[config.mk]
export PLATFORM = sky130hd
export DESIGN_NAME = ofs_afu_irq_arb
export DESIGN_NICKNAME = d
export VERILOG_FILES = /design/src/rtl/ofs_fim_cfg_pkg.sv /design/src/rtl/ofs_rr_pick.sv /design/src/rtl/ofs_afu_irq_arb.sv
export SDC_FILE = /design/constraint.sdc
export NUM_CORES = 1
export LEC_CHECK = 0
export BUFFER_PORTS_ARGS = -buffer_cell sky130_fd_sc_hd__buf_2
export CAP_MARGIN = 20
export CELL_PAD_IN_SITES_DETAIL_PLACEMENT = 1
export CELL_PAD_IN_SITES_GLOBAL_PLACEMENT = 1
export CORE_MARGIN = 8
export CORE_UTILIZATION = 42
export DETAILED_ROUTE_END_ITERATION = 6
export GPL_TIMING_DRIVEN = 0
export HOLD_SLACK_MARGIN = 0.08
export PLACE_DENSITY = 0.82
export SLEW_MARGIN = 40
export SYNTH_ARGS = -nofsm -noshare
export SYNTH_HDL_FRONTEND = slang
export SYNTH_HIERARCHICAL = 1
export SYNTH_SLANG_ARGS = --single-unit
[constraint.sdc]
create_clock -name clk -period 5.44 [get_ports clk]
set_clock_uncertainty 0.05 [all_clocks]
set_input_delay 1.088 -clock clk [delete_from_list [all_inputs] [get_ports clk]]
set_output_delay 1.088 -clock clk [all_outputs]
set_load 0.02 [all_outputs]
[src/rtl/ofs_fim_cfg_pkg.sv]
// ofs_fim_cfg_pkg
//   FIM-wide configuration constants shared by the AFU-facing blocks.
//   NUM_AFUS / NUM_AFU_INTERRUPTS size the AFU interrupt fabric; the
//   AFU_IRQ_* constants give the flat MSI-X vector space seen by the
//   interrupt arbiter (one flat vector per AFU per interrupt id).
package ofs_fim_cfg_pkg;

    localparam int NUM_AFUS             = 2;
    localparam int NUM_AFU_INTERRUPTS   = 7;
    localparam int L_NUM_AFU_INTERRUPTS = 3;

    localparam int AFU_IRQ_NVEC = NUM_AFUS * NUM_AFU_INTERRUPTS;
    localparam int AFU_IRQ_VW   = (AFU_IRQ_NVEC > 1) ? $clog2(AFU_IRQ_NVEC) : 1;

    typedef logic [AFU_IRQ_VW-1:0] t_afu_irq_vec;

endpackage

[src/rtl/ofs_rr_pick.sv]
// ofs_rr_pick
//   Combinational round-robin first-one finder. Searches req starting at
//   index ptr and moving upward, wrapping from NVEC-1 back to 0, and
//   reports the first set bit found.
// Ports:
//   req       in  NVEC  request bits
//   ptr       in  VW    search start index (0..NVEC-1)
//   gnt_valid out 1     at least one request bit is set
//   gnt_idx   out VW    index of the granted request (0 when none)
module ofs_rr_pick #(
    parameter int NVEC = 14,
    parameter int VW   = 4
) (
    input  logic [NVEC-1:0] req,
    input  logic [VW-1:0]   ptr,
    output logic            gnt_valid,
    output logic [VW-1:0]   gnt_idx
);

    localparam int unsigned N = NVEC;

    int unsigned   pos;
    logic [VW-1:0] idx;

    always_comb begin
        gnt_valid = 1'b0;
        gnt_idx   = '0;
        pos       = 0;
        idx       = '0;
        for (int unsigned i = 0; i < N; i++) begin
            pos = 32'(ptr) + i;
            if (pos >= N) begin
                pos = pos - N;
            end
            idx = VW'(pos);
            if (!gnt_valid && req[idx]) begin
                gnt_valid = 1'b1;
                gnt_idx   = idx;
            end
        end
    end

endmodule

[src/rtl/ofs_afu_irq_arb.sv]
// ofs_afu_irq_arb
//   Collects one-cycle interrupt events from NUM_AFUS AFU ports into a
//   pending bit per flat vector (afu*NUM_IRQ + id), arbitrates unmasked
//   pending vectors round-robin into a single MSI-X request register, and
//   pulses a per-AFU acknowledge the cycle after the MSI-X block accepts.
// Ports:
//   clk, rst_n       clock, asynchronous active-low reset
//   afu_irq_valid    in  NUM_AFUS       event strobe per AFU
//   afu_irq_id       in  NUM_AFUS*IDW   event id per AFU, AFU 0 in LSBs
//   afu_irq_ack      out NUM_AFUS       acknowledge pulse per AFU
//   afu_irq_ack_id   out NUM_AFUS*IDW   id being acknowledged per AFU
//   vec_mask         in  NVEC           1 = vector masked
//   msix_valid       out 1              request to MSI-X block
//   msix_vector      out VW             flat vector of the request
//   msix_ready       in  1              MSI-X block accepts the request
//   pba              out NVEC           pending bit array image
//   coalesce_cnt     out 16             saturating count of coalesced events
module ofs_afu_irq_arb
    import ofs_fim_cfg_pkg::*;
#(
    parameter  int NUM_AFUS = ofs_fim_cfg_pkg::NUM_AFUS,
    parameter  int NUM_IRQ  = ofs_fim_cfg_pkg::NUM_AFU_INTERRUPTS,
    parameter  int IDW      = ofs_fim_cfg_pkg::L_NUM_AFU_INTERRUPTS,
    localparam int NVEC     = NUM_AFUS * NUM_IRQ,
    localparam int VW       = (NVEC > 1) ? $clog2(NVEC) : 1
) (
    input  logic                    clk,
    input  logic                    rst_n,
    input  logic [NUM_AFUS-1:0]     afu_irq_valid,
    input  logic [NUM_AFUS*IDW-1:0] afu_irq_id,
    output logic [NUM_AFUS-1:0]     afu_irq_ack,
    output logic [NUM_AFUS*IDW-1:0] afu_irq_ack_id,
    input  logic [NVEC-1:0]         vec_mask,
    output logic                    msix_valid,
    output logic [VW-1:0]           msix_vector,
    input  logic                    msix_ready,
    output logic [NVEC-1:0]         pba,
    output logic [15:0]             coalesce_cnt
);

    localparam int unsigned NIRQ_U = NUM_IRQ;
    localparam int unsigned NAFU_U = NUM_AFUS;

    logic [NVEC-1:0]         pending;
    logic [NVEC-1:0]         pending_n;
    logic [NVEC-1:0]         set_vec;
    logic [NVEC-1:0]         clr_vec;
    logic [VW-1:0]           rr;
    logic [VW-1:0]           rr_n;
    logic [15:0]             coal_inc;
    logic [16:0]             coal_sum;
    logic [15:0]             cnt_n;
    logic [IDW-1:0]          evt_id;
    logic [VW-1:0]           evt_vec;
    logic [NUM_AFUS-1:0]     ack_n;
    logic [NUM_AFUS*IDW-1:0] ack_id_n;
    int unsigned             ack_ofs;
    logic                    load_en;
    logic                    handshake;
    logic                    gnt_valid;
    logic [VW-1:0]           gnt_idx;

    assign pba       = pending;
    assign handshake = msix_valid & msix_ready;
    // Output register may take a new vector when empty or draining this cycle.
    assign load_en   = ~msix_valid | msix_ready;

    ofs_rr_pick #(
        .NVEC (NVEC),
        .VW   (VW)
    ) u_pick (
        .req       (pending & ~vec_mask),
        .ptr       (rr),
        .gnt_valid (gnt_valid),
        .gnt_idx   (gnt_idx)
    );

    // Event decode: out-of-range ids are dropped; an event hitting a vector
    // that is pending or sitting in the output register is coalesced.
    always_comb begin
        set_vec  = '0;
        coal_inc = '0;
        evt_id   = '0;
        evt_vec  = '0;
        for (int unsigned a = 0; a < NAFU_U; a++) begin
            evt_id = afu_irq_id[a*IDW +: IDW];
            if (afu_irq_valid[a] && (32'(evt_id) < NIRQ_U)) begin
                evt_vec          = VW'(a * NIRQ_U + 32'(evt_id));
                set_vec[evt_vec] = 1'b1;
                if (pending[evt_vec] || (msix_valid && (msix_vector == evt_vec))) begin
                    coal_inc = coal_inc + 16'd1;
                end
            end
        end
    end

    always_comb begin
        coal_sum = {1'b0, coalesce_cnt} + {1'b0, coal_inc};
        cnt_n    = coal_sum[16] ? '1 : coal_sum[15:0];
    end

    // Clear and set are applied in that order so a same-cycle event wins.
    always_comb begin
        clr_vec = '0;
        rr_n    = rr;
        if (load_en && gnt_valid) begin
            clr_vec[gnt_idx] = 1'b1;
            rr_n = (32'(gnt_idx) == NVEC - 1) ? '0 : gnt_idx + VW'(1);
        end
        pending_n = (pending & ~clr_vec) | set_vec;
    end

    // Ack decode: the unsigned offset wraps to a huge value below an AFU's
    // base, so a single compare locates the owning AFU.
    always_comb begin
        ack_n    = '0;
        ack_id_n = '0;
        ack_ofs  = 0;
        for (int unsigned a = 0; a < NAFU_U; a++) begin
            ack_ofs = 32'(msix_vector) - a * NIRQ_U;
            if (handshake && (ack_ofs < NIRQ_U)) begin
                ack_n[a]                = 1'b1;
                ack_id_n[a*IDW +: IDW] = IDW'(ack_ofs);
            end
        end
    end

    always_ff @(posedge clk or negedge rst_n) begin
        if (!rst_n) begin
            pending        <= '0;
            msix_valid     <= 1'b0;
            msix_vector    <= '0;
            rr             <= '0;
            afu_irq_ack    <= '0;
            afu_irq_ack_id <= '0;
            coalesce_cnt   <= '0;
        end else begin
            pending        <= pending_n;
            rr             <= rr_n;
            afu_irq_ack    <= ack_n;
            afu_irq_ack_id <= ack_id_n;
            coalesce_cnt   <= cnt_n;
            if (load_en) begin
                msix_valid <= gnt_valid;
                if (gnt_valid) begin
                    msix_vector <= gnt_idx;
                end
            end
        end
    end

endmodule

Yosys cells after proc, flatten, opt, wreduce, memory -nomap -nowiden
Index checks and enable logic that the tools add are counted.
W data, S select, Z words.
{ "op_classes": {"n_eq_ne": 3, "n_addsub": 32, "mux": 93, "magnitude_cmp": 38, "n_reduce_logical": 39, "bitwise": 9} }
{ "ops": {"columns": ["cell", "count"], "rows": [
  ["$mux W4", 29],
  ["$lt A4 B5 Y1 const B", 16],
  ["$ge A5 B4 Y1 const B", 13],
  ["$mux W16", 4],
  ["$bmux W1 S4", 15],
  ["$sub A4 B4 Y4 const B", 14],
  ["$mux W1", 36],
  ["$lt A32 B3 Y1 const B", 1],
  ["$add A4 B4 Y5 const B", 6],
  ["$and A14 B14 Y14", 2],
  ["$mux W14", 2],
  ["$not A14 Y14", 2],
  ["$or A14 B14 Y14", 2],
  ["$logic_and A1 B1 Y1", 23],
  ["$add A4 B3 Y5 const B", 4],
  ["$add A16 B16 Y17", 1],
  ["$add A16 B1 Y16 const B", 1],
  ["$logic_not A1 Y1", 13],
  ["$add A4 B2 Y5 const B", 2],
  ["$demux W1 S4", 2],
  ["$ge A4 B1 Y1 const B", 2],
  ["$mux W8", 1],
  ["$lt A3 B3 Y1 const B", 2],
  ["$mux W3", 2],
  ["other kinds (18)", 19]
]} }
{ "word_totals": {"in_bits": 25, "regBits": 47, "word_cells": 221, "output_inout_bits": 43} }

Logic depth before layout (Yosys ltp)
Gate-level depths: netlist (run 1).
{ "logic_depth": {"depth_word": 52, "depth_mapped": 24, "ltp_nobuf": 19} }

Modules after synthesis
Netlist (run 1), hierarchy kept.
{ "modules_own_cells": {"columns": ["module", "seq_area_each_um2", "cells_each", "area_each_um2", "instances"], "rows": [
  ["ofs_rr_pick", 0.0, 466, 3554.7, 1],
  ["ofs_afu_irq_arb", 1176.1, 294, 2780.2, 1]
]} }

Worst setup path after synthesis (run 1)
OpenSTA, ideal clock, no wires.
{ "synth_timing": {"kind": "register -> register", "start": "register rr[0]", "end": "register pending[6] (netlist: pba[6])", "setup_ns": 0.126, "required_ns": 5.264, "stages_incl_launch_ff": 23, "synth_period_minus_slack_ns": 5.472, "setup_slack_ns": -0.032, "arrival_time_ns": 5.296, "path_buffers": 5, "path_cell_list": "dfrtp_1 -> buf_4 -> buf_6 -> inv_1 -> ha_1 -> clkbuf_1 -> inv_1 -> buf_1 -> ha_1 -> or2_2 -> a211oi_1 -> a2bb2oi_1 -> mux2i_1 -> a31oi_1 -> o21a_1 -> and4b_1 -> nand3_1 -> or3_1 -> a21oi_1 -> buf_2 -> nor2b_1 -> nand3_1 -> a221o_1"} }
{ "synth_via": {"elab_chain_len": 52, "word_cells_on_any_way": 147, "cone_classes": "add/sub (27); order compare (16); mux (73); bitwise (3); reduce/logical (28)"} }
{ "synth_rtl": {"columns": ["element", "line", "text"], "rows": [
  ["start, declared", "ofs_afu_irq_arb.sv:48", "logic [VW-1:0] rr;"],
  ["start signal, assigned", "ofs_afu_irq_arb.sv:139", "rr <= rr_n;"],
  ["parallel branches: the longest is 43 deep, another holds $add A4 B1 Y5", null, null],
  ["$mux W4 (*)", "ofs_rr_pick.sv:36", "if (!gnt_valid && req[idx]) begin"],
  ["net gnt_idx[1]", "ofs_afu_irq_arb.sv:61", "logic [VW-1:0] gnt_idx;"],
  ["$lt A4 B5 Y1 (not written as such) / $ge A4 B1 Y1 (equally long branches)", "ofs_afu_irq_arb.sv:107", "clr_vec[gnt_idx] = 1'b1;"],
  ["$logic_and A1 B1 Y1 (not written as such)", "ofs_afu_irq_arb.sv:107", null],
  ["$mux W1 (not written as such)", "ofs_afu_irq_arb.sv:107", null],
  ["$demux W1 S4 (*)", "ofs_afu_irq_arb.sv:107", null],
  ["$mux W14 (*)", "ofs_afu_irq_arb.sv:106", "if (load_en && gnt_valid) begin"],
  ["$not A14 Y14 (*)", "ofs_afu_irq_arb.sv:110", "pending_n = (pending & ~clr_vec) | set_vec;"],
  ["$and A14 B14 Y14 (*)", "ofs_afu_irq_arb.sv:110", null],
  ["$or A14 B14 Y14 (*)", "ofs_afu_irq_arb.sv:110", null],
  ["net pending_n[6]", "ofs_afu_irq_arb.sv:45", "logic [NVEC-1:0] pending_n;"],
  ["end signal, assigned", "ofs_afu_irq_arb.sv:138", "pending <= pending_n;"],
  ["end, declared", "ofs_afu_irq_arb.sv:44", "logic [NVEC-1:0] pending;"]
]} }
Mark *: on every way through the listed nets, which the timed path passes. The select of a mux whose other input is x is not followed.
A chain may end at the register's enable or synchronous reset.

Worst setup path after layout (run 1)
{ "layout_timing": {"start": "register rr[2]", "end": "register pending[0] (netlist: pba[0])"} }
The elaborated chain is that of the path after synthesis.

==> metrics.txt, run 1 <==
vias in the first global route 6,899; top_reg_cell synth dfrtp_1; TritonRoute pass-1 iters 5; row count 45; gr usage total 23.2%; ant diodes 0; Worst Max-Slew Pin Slew 0.815 ns; Synth async-reset ratio 100%; Vias 6,621; endpoints failing setup 0; CP Data Required Time 5.55 ns; Worst Path Class, Setup flip-flop to flip-flop; routed wire length 23.4 mm; # hold bufs at CTS 0; Mapped Area 6330 um^2; Final nets 923; FF+latch count, synth 47; Yosys cell types 86; largest net degree at the start of global routing 48; CP Capture Type flip-flop; IO buf count 67; Die Area 19,300 um^2; cell breakdown of the critical path buf_6 > buf_6 > clkinvlp_4 > ha_4 > a21oi_1 > xnor2_2 > o21bai_1 > xnor2_1 > mux4_2 > mux2i_1 > nor2b_1 > a21oi_1 > o31a_1 > o21ai_0 > a221oi_2 > buf_4 > buf_4 > nor2_2 > inv_1 > o41ai_1 > o311ai_1; clock buffer depth 2; Mapped Cells 760; mean post-synth cell area 8.34 um^2; CTS buffer count 5; Routed Antenna Nets 0; first-pass GRT wire length 36.7 mm; CTS tree built; worst min path class flip-flop to flip-flop; Final Hold Fails 0; max-slew violation count 0; Starting Density 42.3%; Sink Count 47; RSZ-0062 raised after global routing true; Max transition margin 44.1%; DRT iter0 DRCs 459; Crit-path slowest cell mux4_2; core area 15,000 um^2; Final GP Congestion 1.00; Vias per Instance 6.27; htree depth 2; syn nets 816; layout cells sized above 1 29.5%; crit path DAT 5.41 ns; fin crit share 97.5%; initial antenna violation count 0; clk_lat worst skew 0.30 ns; max cap viols 0; die span in y 139 um; drt drc 0; Synth warnings 6; fmax 0.189 GHz; hpwl dp 17.7 mm; Post-synth EDFFs 0; crit-path max cell delay 0.61 ns; synth-to-layout area growth 22.0%; I/O pin count 68; sequential area share after synthesis 18.6%; Clk Tree Root Cell clkbuf_16; wire length per cell 22.1 um; Period minus WS final 5.30 ns; clock-pin slew on the worst setup and hold paths 0.07 ns; outcome completed; Startpoint Class flip-flop; WHS 0.489 ns; Critical Path Fanout Max 10; remaining global-route overflow 0; Final Core Density 51.6%; Chip Width 139 um
==> timing repair <==
action,CTS,global route
pin swaps,5,12
setup buffers,14,22
gates resized for setup,45,45
endpoints found under the setup margin,23,18
==> layer usage <==
| layer | vias to the layer above | GRT usage, % | part of all wire (%) | wire length [um] |
|---|---|---|---|---|
| li1 | 3058 | - | - | - |
| met1 | 3262 | 29.6 | 44 | 10400 |
| met2 | 241 | 38.6 | 47 | 10900 |
| met3 | 60 | 2.44 | 5.0 | 1160 |
| met4 | 0 | 11.0 | 4.1 | 958 |
| met5 | - | 0 | 0 | 0 |
==> flip-flops by register name (all words and copies together), names as in the netlist <==
register,count
afu_irq_ack_id,6
rr,4
pba,14
coalesce_cnt,16
msix_valid,1
afu_irq_ack,2
msix_vector,4
==> Yosys cell counts (all sizes together), types with 4 or more instances <==
library cell,number,area [um^2]
o211ai,4,30.0
nand3,27,140
buf,25,151
a211oi,16,120
nand2,64,240
xor2,16,140
mux2,25,282
mux4,10,225
a211o,4,35.0
o22ai,6,37.5
and4,4,35.0
clkbuf,12,45.0
ha,29,363
xnor2,17,171
nand4,10,62.6
or3,10,67.6
a21oi,37,189
a2111oi,4,35.0
nand3b,8,60.1
nor2,44,175
nand2b,16,100
o21a,7,52.6
o21bai,4,30.0
dfrtp,47,1180
a22o,7,61.3
a221oi,5,56.3
a221o,5,50.1
inv,30,113
or2,7,43.8
o21ai,41,205
and3,9,56.3
a31oi,15,100
and2,12,75.1
a21o,10,75.1
mux2i,64,656
nor3b,5,37.5
a21boi,6,45.0
nor2b,34,213
o311ai,5,43.8
nor3,13,75.1
==> path summary, 6_finish.rpt <==
| path | from | endpoint | slack [ns] | depth (start not counted) |
|---|---|---|---|---|
| max | rr[2]$_DFFE_PN0P_ | pba[0]$_DFF_PN0_ | 0.14 | 21 |
| min | coalesce_cnt[5]$_DFF_PN0_ | coalesce_cnt[5]$_DFF_PN0_ | 0.49 | 2 |
| max reg2reg | rr[2]$_DFFE_PN0P_ | pba[0]$_DFF_PN0_ | 0.14 | 21 |
| min reg2reg | coalesce_cnt[5]$_DFF_PN0_ | coalesce_cnt[5]$_DFF_PN0_ | 0.49 | 2 |
| max in group asynchronous | rst_n | rr[0]$_DFFE_PN0P_ | 4.12 | 1 |
| min in group asynchronous | rst_n | coalesce_cnt[5]$_DFF_PN0_ | 0.75 | 1 |
==> cell families (layout without fill, tap and decap cells) <==
| family | Yosys count | after routing | synth area share, % |
|---|---|---|---|
| AOI/OAI and AO/OA | 208 | 208 | 23.4 |
| xor gates and xnor gates | 33 | 33 | 4.92 |
| adders and majority gates | 31 | 31 | 6.36 |
| buffers and inverters | 68 | 176 | 4.94 |
| DFF | 47 | 47 | 18.6 |
| muxes | 99 | 99 | 18.3 |
| and+or+nand+nor | 274 | 274 | 23.5 |
==> through the flow <==
| step | setup TNS [ns] | area (um^2) | instances | setup WS, ns |
|---|---|---|---|---|
| 2_1_floorplan | 0 | 6340 | 760 | 0.0192 |
| 3_3_place_gp | -22.36 | 6910 | 1015 | -1.30 |
| 3_5_place_dp | -23.11 | 6910 | 1015 | -1.33 |
| 4_1_cts | -0.000569 | 7380 | 1036 | -0.000569 |
| 5_1_grt | -0.334 | 7730 | 1056 | -0.0826 |
| 6_report | 0 | 7730 | 1056 | 0.136 |
==> critical path: cells and delay by family, from the launching register on <==
family                     cells  cell delay (ns)
and+or+nand+nor                2             0.42
AOI/OAI and AO/OA              8             1.57
muxes                          2             0.83
adders and majority gates      1             0.22
buffers and inverters          6             0.95
DFF                            1             0.45
xor gates and xnor gates       2             0.67
==> final cells by class <==
type                            instances  area (um^2)
Clock inverter                          2         60.1
Fill cell                            1821         7250
Buffer                                 34          239
Inverter                               31          131
Tap cell                              188          235
Clock buffer                            6          129
Sequential cell                        47         1180
Timing Repair Buffer                  103          621
Multi-Input combinational cell        645         5130
==> layout by cell type, fill, tap and decap left out, types with 5 or more instances in the layout <==
cell type and count:
a21oi_1 35, a21o_1 10, mux4_2 10, o21a_1 7, o21ai_0 35, clkbuf_16 5, nand2b_1 16, or2_2 7
nand2_1 64, buf_6 8, o22ai_1 6, mux2i_1 55, nor2_1 40, xor2_1 15, mux2i_2 6, and2_1 12
nor2b_1 30, a22o_1 6, a211oi_1 12, nand4_1 10, a31oi_1 11, or3_1 9, nand3_1 26, buf_2 76
and3_1 8, ha_1 23, o21ai_1 5, inv_1 26, nand3b_1 8, clkbuf_1 7, a221o_1 5, nor3_1 9
buf_4 42, mux2_2 24, xnor2_1 12, dfrtp_1 43
Power of run 1 is left out: the tool's default activity adds up to more than one toggle a clock period on the data nets, which glitch-free logic cannot reach.
==> run 2: changes to the inputs <==
--- a/config.mk
+++ b/config.mk
@@ -11,3 +11,2 @@
 export CELL_PAD_IN_SITES_GLOBAL_PLACEMENT = 1
-export CORE_MARGIN = 8
 export CORE_UTILIZATION = 42
@@ -17,2 +16,3 @@
 export PLACE_DENSITY = 0.82
+export SETUP_SLACK_MARGIN = 0.2
 export SLEW_MARGIN = 40
==> constraint.sdc (replaced) <==
create_clock -name clk -period 5.44 [get_ports clk]
set_clock_uncertainty 0.05 [all_clocks]
set_input_delay 0.544 -clock clk [delete_from_list [all_inputs] [get_ports clk]]
set_output_delay 0.544 -clock clk [all_outputs]
set_load 0.02 [all_outputs]
==> run 2 against run 1 <==
Net effect: register-to-register slack better by 0.12 ns; final area up 6.6%; fmax up 2.4%; critical path depth up 3; wire length up 8.6%; clock-buffer cell count down 1; non-clock buffer count up 33; setup slack better by 0.12 ns; largest cell class unchanged; highest routed layer unchanged.
==> metrics.txt, run 2 (synthesis results as in run 1) <==
synth-to-layout area growth 30.0%; drt drc 0 (unchanged); Routed Antenna Nets 0 (unchanged); worst min path class primary input to async pin; DRT iter0 DRCs 365 (-20%); crit path DAT 5.31 ns (-0.10 ns); Layout Cell Area excl Fill 8240 um^2 (+6.6%); Vias per Instance 6.43 (+2.5%); TritonRoute pass-1 iters 5 (unchanged); largest net degree at the start of global routing 48 (unchanged); Placed Cells 1,011 (-0.39%); die span in y 125 um (-10%); non-filler cells, final 1,085 (+2.7%); max-slew violation count 0 (unchanged); Die Area 15,600 um^2 (-19%); gr usage total 30.0% (+6.8 points); Reg with most FFs coalesce_cnt; most frequent cells in the layout buf_2 (77), buf_4 (69), nand2_1 (64), mux2i_1 (51), dfrtp_1 (43); most common cell after layout, fill and taps aside buf_2; Worst Max-Slew Pin Slew 0.897 ns (+0.0812 ns); vias in the first global route 6,835 (-0.93%); Chip Width 125 um (-10%); Max transition margin 38.5% (-5.6 points); WHS 0.209 ns (-0.280 ns); Final GP Congestion 0.923 (-7.8%); CTS buffer count 5 (unchanged); initial antenna violation count 0 (unchanged); row count 44 (-2.2%); clock-pin slew on the worst setup and hold paths 0.07 ns (about the same); Worst Path Class, Setup flip-flop to flip-flop; Final Core Density 56.3% (+4.6 points); core area 14,600 um^2 (-2.2%); Clk Tree Root Cell clkbuf_16; Sink Count 47 (unchanged); fin crit share 95.3% (-2.2 points); worst setup path startpoint rr[0]$_DFFE_PN0P_; max cap viols 0 (unchanged); ant diodes 0 (unchanged); dpl cell area 6910 um^2 (-0.11%); layout cells sized above 1 34.9% (+5.4 points); Startpoint Class flip-flop; I/O pin count 68 (unchanged); Final Hold Fails 0 (unchanged); endpoints failing setup 0 (unchanged); Period minus WS final 5.18 ns (-0.122 ns); clk_lat worst skew 0.30 ns (about the same); clock buffer depth 2 (unchanged); IO buf count 67 (unchanged); # hold bufs at CTS 0 (unchanged); first-pass GRT wire length 36.8 mm (+0.47%); remaining global-route overflow 0 (unchanged); number of flip-flops in the largest register 16 (unchanged); CTS tree built; Critical Path Fanout Max 11 (+1); htree depth 2 (unchanged); wire length per cell 23.4 um (+5.7%); CP Data Required Time 5.57 ns (+0.02 ns); Final nets 956 (+3.6%); hpwl dp 17.4 mm (-1.4%); Vias 6,972 (+5.3%); Starting Density 43.3% (+0.96 points); outcome completed; CP Capture Type flip-flop; routed wire length 25.4 mm (+8.6%); RR Startpoint rr[0]$_DFFE_PN0P_; RSZ-0062 raised after global routing false; fmax 0.193 GHz (+2.4%)
run 2: changes by cell type in the layout (fill, tap and decap cells not counted), sizes merged:
cell,previous run,this run
clkinvlp,3,4
clkinv,1,0
buf,129,162
inv,27,28
clkbuf,14,13
run 2: final timing paths:
check / to / slack, ns / depth (start not counted)
setup / recovery: pba[11]$_DFF_PN0_ / 0.26 / 24
setup reg to reg: pba[11]$_DFF_PN0_ / 0.26 / 24
min in group clk: coalesce_cnt[10]$_DFF_PN0_ / 0.51 / 2
hold / removal: coalesce_cnt[3]$_DFF_PN0_ / 0.21 / 1
hold reg to reg: coalesce_cnt[10]$_DFF_PN0_ / 0.51 / 2
max in group asynchronous: rr[0]$_DFFE_PN0P_ / 4.68 / 1
run 2: cell type report:
cell class / count / area, um^2
Tap cell: 184 / 230
Sequential cell: 47 / 1180
Buffer: 37 / 303
Fill cell: 1761 / 6410
Timing Repair Buffer: 133 / 850
Multi-Input combinational cell: 645 / 5350
Clock inverter: 3 / 67.6
Inverter: 31 / 133
Clock buffer: 5 / 125
run 2: routing by layer:
metal | global-route usage [%] | wire (um) | vias up
li1 | - | - | 3133
met1 | 37.3 | 10200 | 3434
met2 | 51.2 | 12300 | 328
met3 | 3.48 | 1580 | 77
met4 | 15.4 | 1270 | 0
met5 | 0 | 0 | -
run 2: timing repair:
item | in CTS | in global routing
resized for setup | 71 | 84
buffers inserted | 23 | 43
endpoints found under the setup margin | 23 | 20
pin swaps | 7 | 26
run 2: worst max-delay path: stages (launching register included):
cell        delay, ns
dfrtp_2          0.39
buf_8            0.11
buf_12           0.14
clkinvlp_4       0.15
ha_4             0.33
buf_8            0.12
inv_4            0.06
buf_8            0.15
ha_4             0.20
xor2_4           0.16
xnor2_2          0.22
a21o_1           0.23
o311ai_1         0.14
a21oi_1          0.35
mux2i_4          0.15
buf_4            0.17
nor3_4           0.24
nand2b_1         0.14
or3_1            0.40
nand4_1          0.10
a22o_1           0.20
buf_8            0.16
nor2b_4          0.20
nand4_1          0.20
a32o_1           0.27
run 2: stage by stage:
| step | setup WS [ns] | TNS, ns |
|---|---|---|
| finish | 0.257 | 0 |
| global route | 0.103 | 0 |
| CTS | 0.190 | 0 |
| detailed placement | -1.41 | -24.20 |
| global placement | -1.26 | -21.20 |
| floorplan | 0.202 | 0 |
Power of run 2 is left out for the same reason.
